`src/rtl/seq_divider.sv`:
```
// Sequential 32-bit signed divider (MIPS div semantics): restoring division, one quotient bit per clock.
// Optional macro DIV_ZERO_EXC_EN: a zero divisor finishes in one edge with div_zero raised.
module seq_divider (
  input  logic        clk,
  input  logic        reset,
  input  logic        start,
  input  logic [31:0] dividend,
  input  logic [31:0] divisor,
  output logic        busy,
  output logic        done,
  output logic [31:0] quotient,
  output logic [31:0] remainder,
  output logic        div_zero
);

  typedef enum logic [1:0] {IDLE, CALC, FIX, DONE} state_t;

  state_t      state, state_nxt;
  logic [4:0]  count;
  logic [32:0] dvs;
  logic [31:0] rem;
  logic [31:0] acc;
  logic        neg_q, neg_r;
  logic        accept, zero_div;
  logic [32:0] abs_a, abs_b, shifted;
  logic        take;

  always_comb begin
    accept = start && ((state == IDLE) || (state == DONE));
`ifdef DIV_ZERO_EXC_EN
    zero_div = (divisor == '0);
`else
    zero_div = 1'b0;
`endif
    // 33-bit magnitudes keep |0x80000000| exact
    abs_a   = dividend[31] ? (33'd0 - {1'b1, dividend}) : {1'b0, dividend};
    abs_b   = divisor[31]  ? (33'd0 - {1'b1, divisor})  : {1'b0, divisor};
    shifted = {rem, acc[31]};
    take    = (shifted >= dvs);
  end

  always_ff @(posedge clk) begin
    if (!reset) state <= IDLE;
    else        state <= state_nxt;
  end

  always_comb begin
    state_nxt = state;
    busy      = 1'b0;
    done      = 1'b0;
    case (state)
      IDLE, DONE: begin
        done      = (state == DONE);
        state_nxt = accept ? (zero_div ? DONE : CALC) : IDLE;
      end
      CALC: begin
        busy = 1'b1;
        if (count == 5'd31) state_nxt = FIX;
      end
      FIX: begin
        busy      = 1'b1;
        state_nxt = DONE;
      end
      default: state_nxt = IDLE;
    endcase
  end

  always_ff @(posedge clk) begin
    if (!reset) begin
      count     <= '0;
      dvs       <= '0;
      rem       <= '0;
      acc       <= '0;
      neg_q     <= 1'b0;
      neg_r     <= 1'b0;
      quotient  <= '0;
      remainder <= '0;
    end else if (accept && !zero_div) begin
      count <= '0;
      dvs   <= abs_b;
      rem   <= '0;
      acc   <= 32'(abs_a);
      neg_q <= dividend[31] ^ divisor[31];
      neg_r <= dividend[31];
    end else if (state == CALC) begin
      // acc shifts dividend bits out at the top and quotient bits in at the bottom
      rem   <= take ? 32'(shifted - dvs) : shifted[31:0];
      acc   <= {acc[30:0], take};
      count <= count + 5'd1;
    end else if (state == FIX) begin
      quotient  <= neg_q ? (32'd0 - acc) : acc;
      remainder <= neg_r ? (32'd0 - rem) : rem;
    end
  end

`ifdef DIV_ZERO_EXC_EN
  always_ff @(posedge clk) begin
    if (!reset)             div_zero <= 1'b0;
    else if (accept)        div_zero <= zero_div;
    else if (state == DONE) div_zero <= 1'b0;
  end
`else
  assign div_zero = 1'b0;
`endif

endmodule

```
`config.mk`:
```
export PLATFORM = sky130hd
export DESIGN_NAME = seq_divider
export DESIGN_NICKNAME = d
export VERILOG_FILES = /design/src/rtl/seq_divider.sv
export SDC_FILE = /design/constraint.sdc
export NUM_CORES = 1
export LEC_CHECK = 0
export BUFFER_PORTS_ARGS = -buffer_cell sky130_fd_sc_hd__buf_2
export CAP_MARGIN = 10
export CELL_PAD_IN_SITES_DETAIL_PLACEMENT = 2
export CELL_PAD_IN_SITES_GLOBAL_PLACEMENT = 2
export CORE_MARGIN = 10
export CORE_UTILIZATION = 35
export CTS_CLUSTER_DIAMETER = 50
export CTS_CLUSTER_SIZE = 16
export DETAILED_ROUTE_END_ITERATION = 6
export GPL_ROUTABILITY_DRIVEN = 0
export PLACE_DENSITY_LB_ADDON = 0.12
export SLEW_MARGIN = 15
export SYNTH_ARGS = -nofsm -noshare
export SYNTH_HDL_FRONTEND = slang
export SYNTH_SLANG_ARGS = --single-unit
```
`constraint.sdc`:
```
create_clock -name clk -period 3.79 [get_ports clk]
set_input_delay 0.379 -clock clk [delete_from_list [all_inputs] [get_ports clk]]
set_output_delay 0.379 -clock clk [all_outputs]
set_load 0.02 [all_outputs]
```
---- Yosys cells after proc, flatten, opt, wreduce, memory -nomap -nowiden ----
Index checks and enable logic that the tools add are counted.
operators by class
  $add $sub $neg .......................... 6
  $mul .................................... 0
  divide/modulo/power cells ............... 0
  order comparisons ....................... 1
  equality and inequality tests ........... 5
  shifts and indexed selects .............. 0
  multiplexer cells ....................... 12
  bitwise gates (word level) .............. 4
  reductions and logical operators ........ 8
operator list
  cell                                                                 count
  32-bit two-way mux                                                   6
  1-bit by 32-bit subtractor with 32-bit output, first input constant  3
  33-bit >= comparator                                                 1
  33-bit two-way mux                                                   1
  1-bit by 33-bit subtractor with 33-bit output, first input constant  1
  32-bit subtractor                                                    1
  2-bit one-hot mux with 3 select lines                                1
  2-bit OR reduction                                                   3
  5-bit by 1-bit adder with 5-bit output, second input constant        1
  5-bit == test, second input constant                                 1
  2-bit == test, second input constant                                 2
  1-bit two-way mux                                                    3
  1-bit inverter                                                       3
  3-bit AND reduction                                                  1
  2-bit by 1-bit == test with 1-bit output, second input constant      1
  2-bit logical NOT                                                    1
  2-bit two-way mux                                                    1
  2-bit != test, second input constant                                 1
  2-bit nonzero test                                                   1
  1-bit logical AND                                                    1
  1-bit logical OR                                                     1
  1-bit bitwise XOR                                                    1
storage, ports and cells
  register bits after elaboration ......... 170
  bits in latches ......................... 0
  bits in writable memories ............... 0
  ROM bits ................................ 0
  word-level logic and storage cells ...... 45
  memories kept ........................... 0

---- Logic depth before layout (Yosys ltp) ----
  depth after elaboration ................. 5
  gate-level depth with buffers ........... 13

---- Worst setup path after synthesis ----
OpenSTA, ideal clock, no wires.
  kind .................................... reg-to-reg
  start ................................... register rem[6]
  end ..................................... register remainder[29]
  setup time .............................. 0.132 ns
  arrival ................................. 2.872 ns
  setup slack ............................. 0.786 ns
  cell stages (with the launch flop) ...... 9
  buffers on the path ..................... 0
  path through ............................ dfxtp_1 > or4_4 > or3_4 > or4_4 > or2_4 > or4_4 > o41ai_2 > xor2_1 > a21oi_1
between the ends
  word-level cells in the longest chain between the ends .. 2
ends and longest elaborated chain
  element                                        RTL line  RTL
  start: declaration                             21        logic [31:0] rem;
  start signal: assignment                       87        rem <= take ? 32'(shifted - dvs) : shifted[31:0];
  1-bit by 32-bit subtractor with 32-bit output  92        remainder <= neg_r ? (32'd0 - rem) : rem;
  32-bit two-way mux                             92
  end signal: assignment                         92
  end: declaration                               12        output logic [31:0] remainder,
Every way passes these cells.
A chain may end at the register's enable or synchronous reset.

---- Worst setup path after layout ----
  start ................................... register dvs[6]
  end ..................................... register rem[1]
between the ends
  word-level cells in the longest chain between the ends .. 2
ends and longest elaborated chain
  element                   RTL line  RTL
  start: declaration        20        logic [32:0] dvs;
  start signal: assignment  80        dvs <= abs_b;
  33-bit >= comparator      39        take = (shifted >= dvs);
  32-bit two-way mux        87
Every way passes these cells.

==> reports/qor.txt <==
Clock Path Buffers: 2
Number of port buffers: 132
Transition time of the tightest slew-check pin: 1.082 ns
CTS clock-pin slew for the worst setup and hold paths: 0.07 ns
Routed vias/inst: 5.555
Number of placed I/O pins: 134
Fill cell instance count of the final layout: 3557
Endpoint type of the worst setup path: flop
Die area: 38760 um2
Post-synth ARST share: 0%
Cts repair resizes: 0
Largest cells by area after synthesis: sky130_fd_sc_hd__dfxtp_1, sky130_fd_sc_hd__o211a_1, sky130_fd_sc_hd__xor2_1
Final hold vios: 0
H-tree depth: 4
Number of antenna violations at the first check in global routing: 0
Wire length of the first global-routing pass: 59700 um
Post-Synth XOR/XNOR Area: 12.00%
Total vias in the final route: 10.11k
Accumulated negative setup slack: 0 ns
Net count after synthesis: 1434
Post-layout util: 40.92%
Number of global-route vias before repair: 10.86k
Total track usage: 19.07%
Cell type with the highest aggregate area in the netlist: sky130_fd_sc_hd__dfxtp_1
Number of iterations in the first detailed-routing pass: 5
Hold Buf Count CTS: 0
Depth of the most critical reg-to-reg path: 12
Required arrival time at the worst endpoint: 4.15 ns
Main combinational cell family by area after synthesis: compound AO/OA/AOI/OAI gates
Clock latency at the later pin of the worst-skew pair: 0.45 ns
Mapped cell area: 10950 um2
Leading register cell type out of synthesis: sky130_fd_sc_hd__dfxtp_1
Data arrival time of the critical path: 3.69 ns
Max Cap Viol: 0
Sequential share of the synthesized area: 31.08%
Commonest cells after routing, fill and taps aside: sky130_fd_sc_hd__nand2_1, sky130_fd_sc_hd__dfxtp_1, sky130_fd_sc_hd__buf_2
Maximum number of pins on one net before global-route repair: 92
Number of enable-type register cells in the synthesized netlist: 0
Synth Area per Inst: 8.270 um2
Number of DRC violations after detailed-routing iteration 0: 395
Share of post-route cells with drive strength above 1: 14.82%
Number of setup violations in the final report: 0
Number of nets with antenna violations after detailed routing: 0
Most common cell after layout, fill and taps aside: sky130_fd_sc_hd__nand2_1
Highest ir drop seen on vdd: 0.5227 mV
Final net count: 1521
Min Hold Slack: 0.2272 ns
Tightest Hold Check Type: input pin to flop
Horizontal die dimension: 196.9 um
Total overflow reported by the global router: 0
Number of cells produced by synthesis: 1324
Number of different library cells in the post-synthesis netlist: 57
Number of storage elements in the synthesis netlist: 170
Ratio of final minimum period to clock period: 87.97%
Adder-cell area share of the yosys netlist: 4.982%
Critical-path maximum fanout: 52
Unrepaired setup endpoints after global routing: false
Max Transition Viols Final: 0
Timing-limited maximum frequency: 299.9 MHz
Die extent in y: 196.9 um
Post-detailed-route wirelength per cell: 20.15 um
DRC violations left: 0
Kind of launch point of the worst setup path: flop
Warning count from the yosys run: 0
P per Cell Area: 966.2 nW/um2
Number of clock sinks: 170
CORE AREA: 30750 um2
Crit Path Class: flop to flop
Share of synthesized cell area in and, or, nand and nor gates: 16.12%
Leakage power of the design: 0.006059 uW
Run status: completed
Post-layout minimum cycle time: 3.334 ns
Clock tree from TritonCTS: built
Post CTS Setup Buffer Count: 0
Clock root buffer: sky130_fd_sc_hd__clkbuf_16
Routed WL: 36680 um
Share of the synthesized area in the top cell type: 31.08%
Maximum clock skew at final layout: 0.01039 ns
Diodes inserted: 0
Number of cells traversed by the worst hold path: 3
Layout area overhead: 14.92%
Number of buffers created by CTS: 17
Share of cell area taken by muxes after synthesis: 4.434%
Site Rows: 64
Complex-gate fraction of the synthesized area: 26.67%
Slew HR: 27.77%
Detailed placer's ending HPWL: 27810 um
Effective utilization at floorplan: 35.61%
## final timing paths
path	startpoint	slack, ns	to
worst max-delay path	dvs[6]	0.46	rem[1]
worst min-delay path	divisor[0]	0.23	dvs[0]
worst max register to register	dvs[6]	0.46	rem[1]
worst min register to register	dvs[32]	0.48	dvs[32]
## cells in the mapped netlist, types with 3 or more instances
cell type / number
sky130_fd_sc_hd__a21boi_0: 4
sky130_fd_sc_hd__o21bai_1: 4
sky130_fd_sc_hd__a31oi_1: 3
sky130_fd_sc_hd__ha_1: 42
sky130_fd_sc_hd__nand4_1: 14
sky130_fd_sc_hd__and2_1: 4
sky130_fd_sc_hd__or4_4: 5
sky130_fd_sc_hd__mux2_2: 4
sky130_fd_sc_hd__clkbuf_1: 76
sky130_fd_sc_hd__nor2b_1: 13
sky130_fd_sc_hd__o41ai_1: 18
sky130_fd_sc_hd__a31o_2: 3
sky130_fd_sc_hd__dfxtp_1: 170
sky130_fd_sc_hd__xnor2_1: 50
sky130_fd_sc_hd__nand2_1: 182
sky130_fd_sc_hd__o31ai_1: 37
sky130_fd_sc_hd__inv_1: 51
sky130_fd_sc_hd__nor3_1: 16
sky130_fd_sc_hd__and3_1: 7
sky130_fd_sc_hd__a41oi_1: 4
sky130_fd_sc_hd__or4_1: 17
sky130_fd_sc_hd__a21oi_1: 89
sky130_fd_sc_hd__or3_1: 5
sky130_fd_sc_hd__nor4_1: 7
sky130_fd_sc_hd__o211a_1: 107
sky130_fd_sc_hd__nand2b_1: 12
sky130_fd_sc_hd__o21a_1: 7
sky130_fd_sc_hd__or2_2: 5
sky130_fd_sc_hd__xor2_1: 100
sky130_fd_sc_hd__nor3b_1: 4
sky130_fd_sc_hd__nand3b_1: 6
sky130_fd_sc_hd__nand3_1: 18
sky130_fd_sc_hd__o21ai_0: 99
sky130_fd_sc_hd__mux2i_1: 44
sky130_fd_sc_hd__o211ai_1: 12
sky130_fd_sc_hd__nor2_1: 46
sky130_fd_sc_hd__a21o_1: 11
sky130_fd_sc_hd__buf_1: 6
## critical path, cell delays in order (launching register included)
cell	delay, ns
sky130_fd_sc_hd__dfxtp_1	0.34
sky130_fd_sc_hd__inv_1	0.08
sky130_fd_sc_hd__ha_1	0.38
sky130_fd_sc_hd__a21oi_1	0.20
sky130_fd_sc_hd__o21ai_0	0.14
sky130_fd_sc_hd__or3b_2	0.48
sky130_fd_sc_hd__o21ai_0	0.30
sky130_fd_sc_hd__o211ai_1	0.28
sky130_fd_sc_hd__a41oi_4	0.30
sky130_fd_sc_hd__buf_12	0.29
sky130_fd_sc_hd__mux2i_1	0.25
sky130_fd_sc_hd__nand3_1	0.10
sky130_fd_sc_hd__o31ai_1	0.09
## routing by layer
layer | share of wire [%] | global-route usage, %
met1 | 43 | 22.05
met2 | 53 | 35.73
met3 | 2.3 | 2.862
met4 | 1.2 | 4.842
met5 | 0 | 0
## logic make-up after synthesis
kind of cell / Yosys count
AOI/OAI and AO/OA: 409
xor gates and xnor gates: 150
adders and majority gates: 43
buffers and inverters: 135
DFF: 170
muxes: 48
other: 1
and+or+nand+nor: 368
## sequential cells by signal, indices dropped and copies added, names as in the netlist
signal	count
rem	32
neg_q	1
remainder	32
acc	32
state	2
dvs	33
neg_r	1
quotient	32
count	5
## per-stage QoR
| stage | instance area (um2) | setup slack (ns) | instances | total power (uW) |
|---|---|---|---|---|
| floorplan | 10950 | 0.7860 | 1324 | 8175 |
| global placement | 12010 | 0.4945 | 1788 | 10250 |
| detailed placement | 12010 | 0.3886 | 1788 | 10460 |
| CTS | 12580 | 0.4262 | 1820 | 12340 |
| global route | 12580 | 0.1759 | 1820 | 13270 |
| finish | 12580 | 0.4560 | 1820 | 12160 |
## cell type report
type,instances,area [um2],area share (%)
Timing Repair Buffer,152,838.3,6.662
Clock inverter,13,131.4,1.044
Tap cell,396,495.5,3.938
Inverter,51,191.4,1.521
Sequential cell,170,3405,27.06
Clock buffer,19,442.9,3.520
Multi-Input combinational cell,1019,7079,56.26
## power by group
part / internal [uW] / total (uW) / switching [uW]
clock: 940 / 1760 / 823
sequential: 2410 / 3070 / 667
combinational: 2950 / 7320 / 4370
total: 6300 / 12200 / 5860
Power figures use the tool's default switching activity.
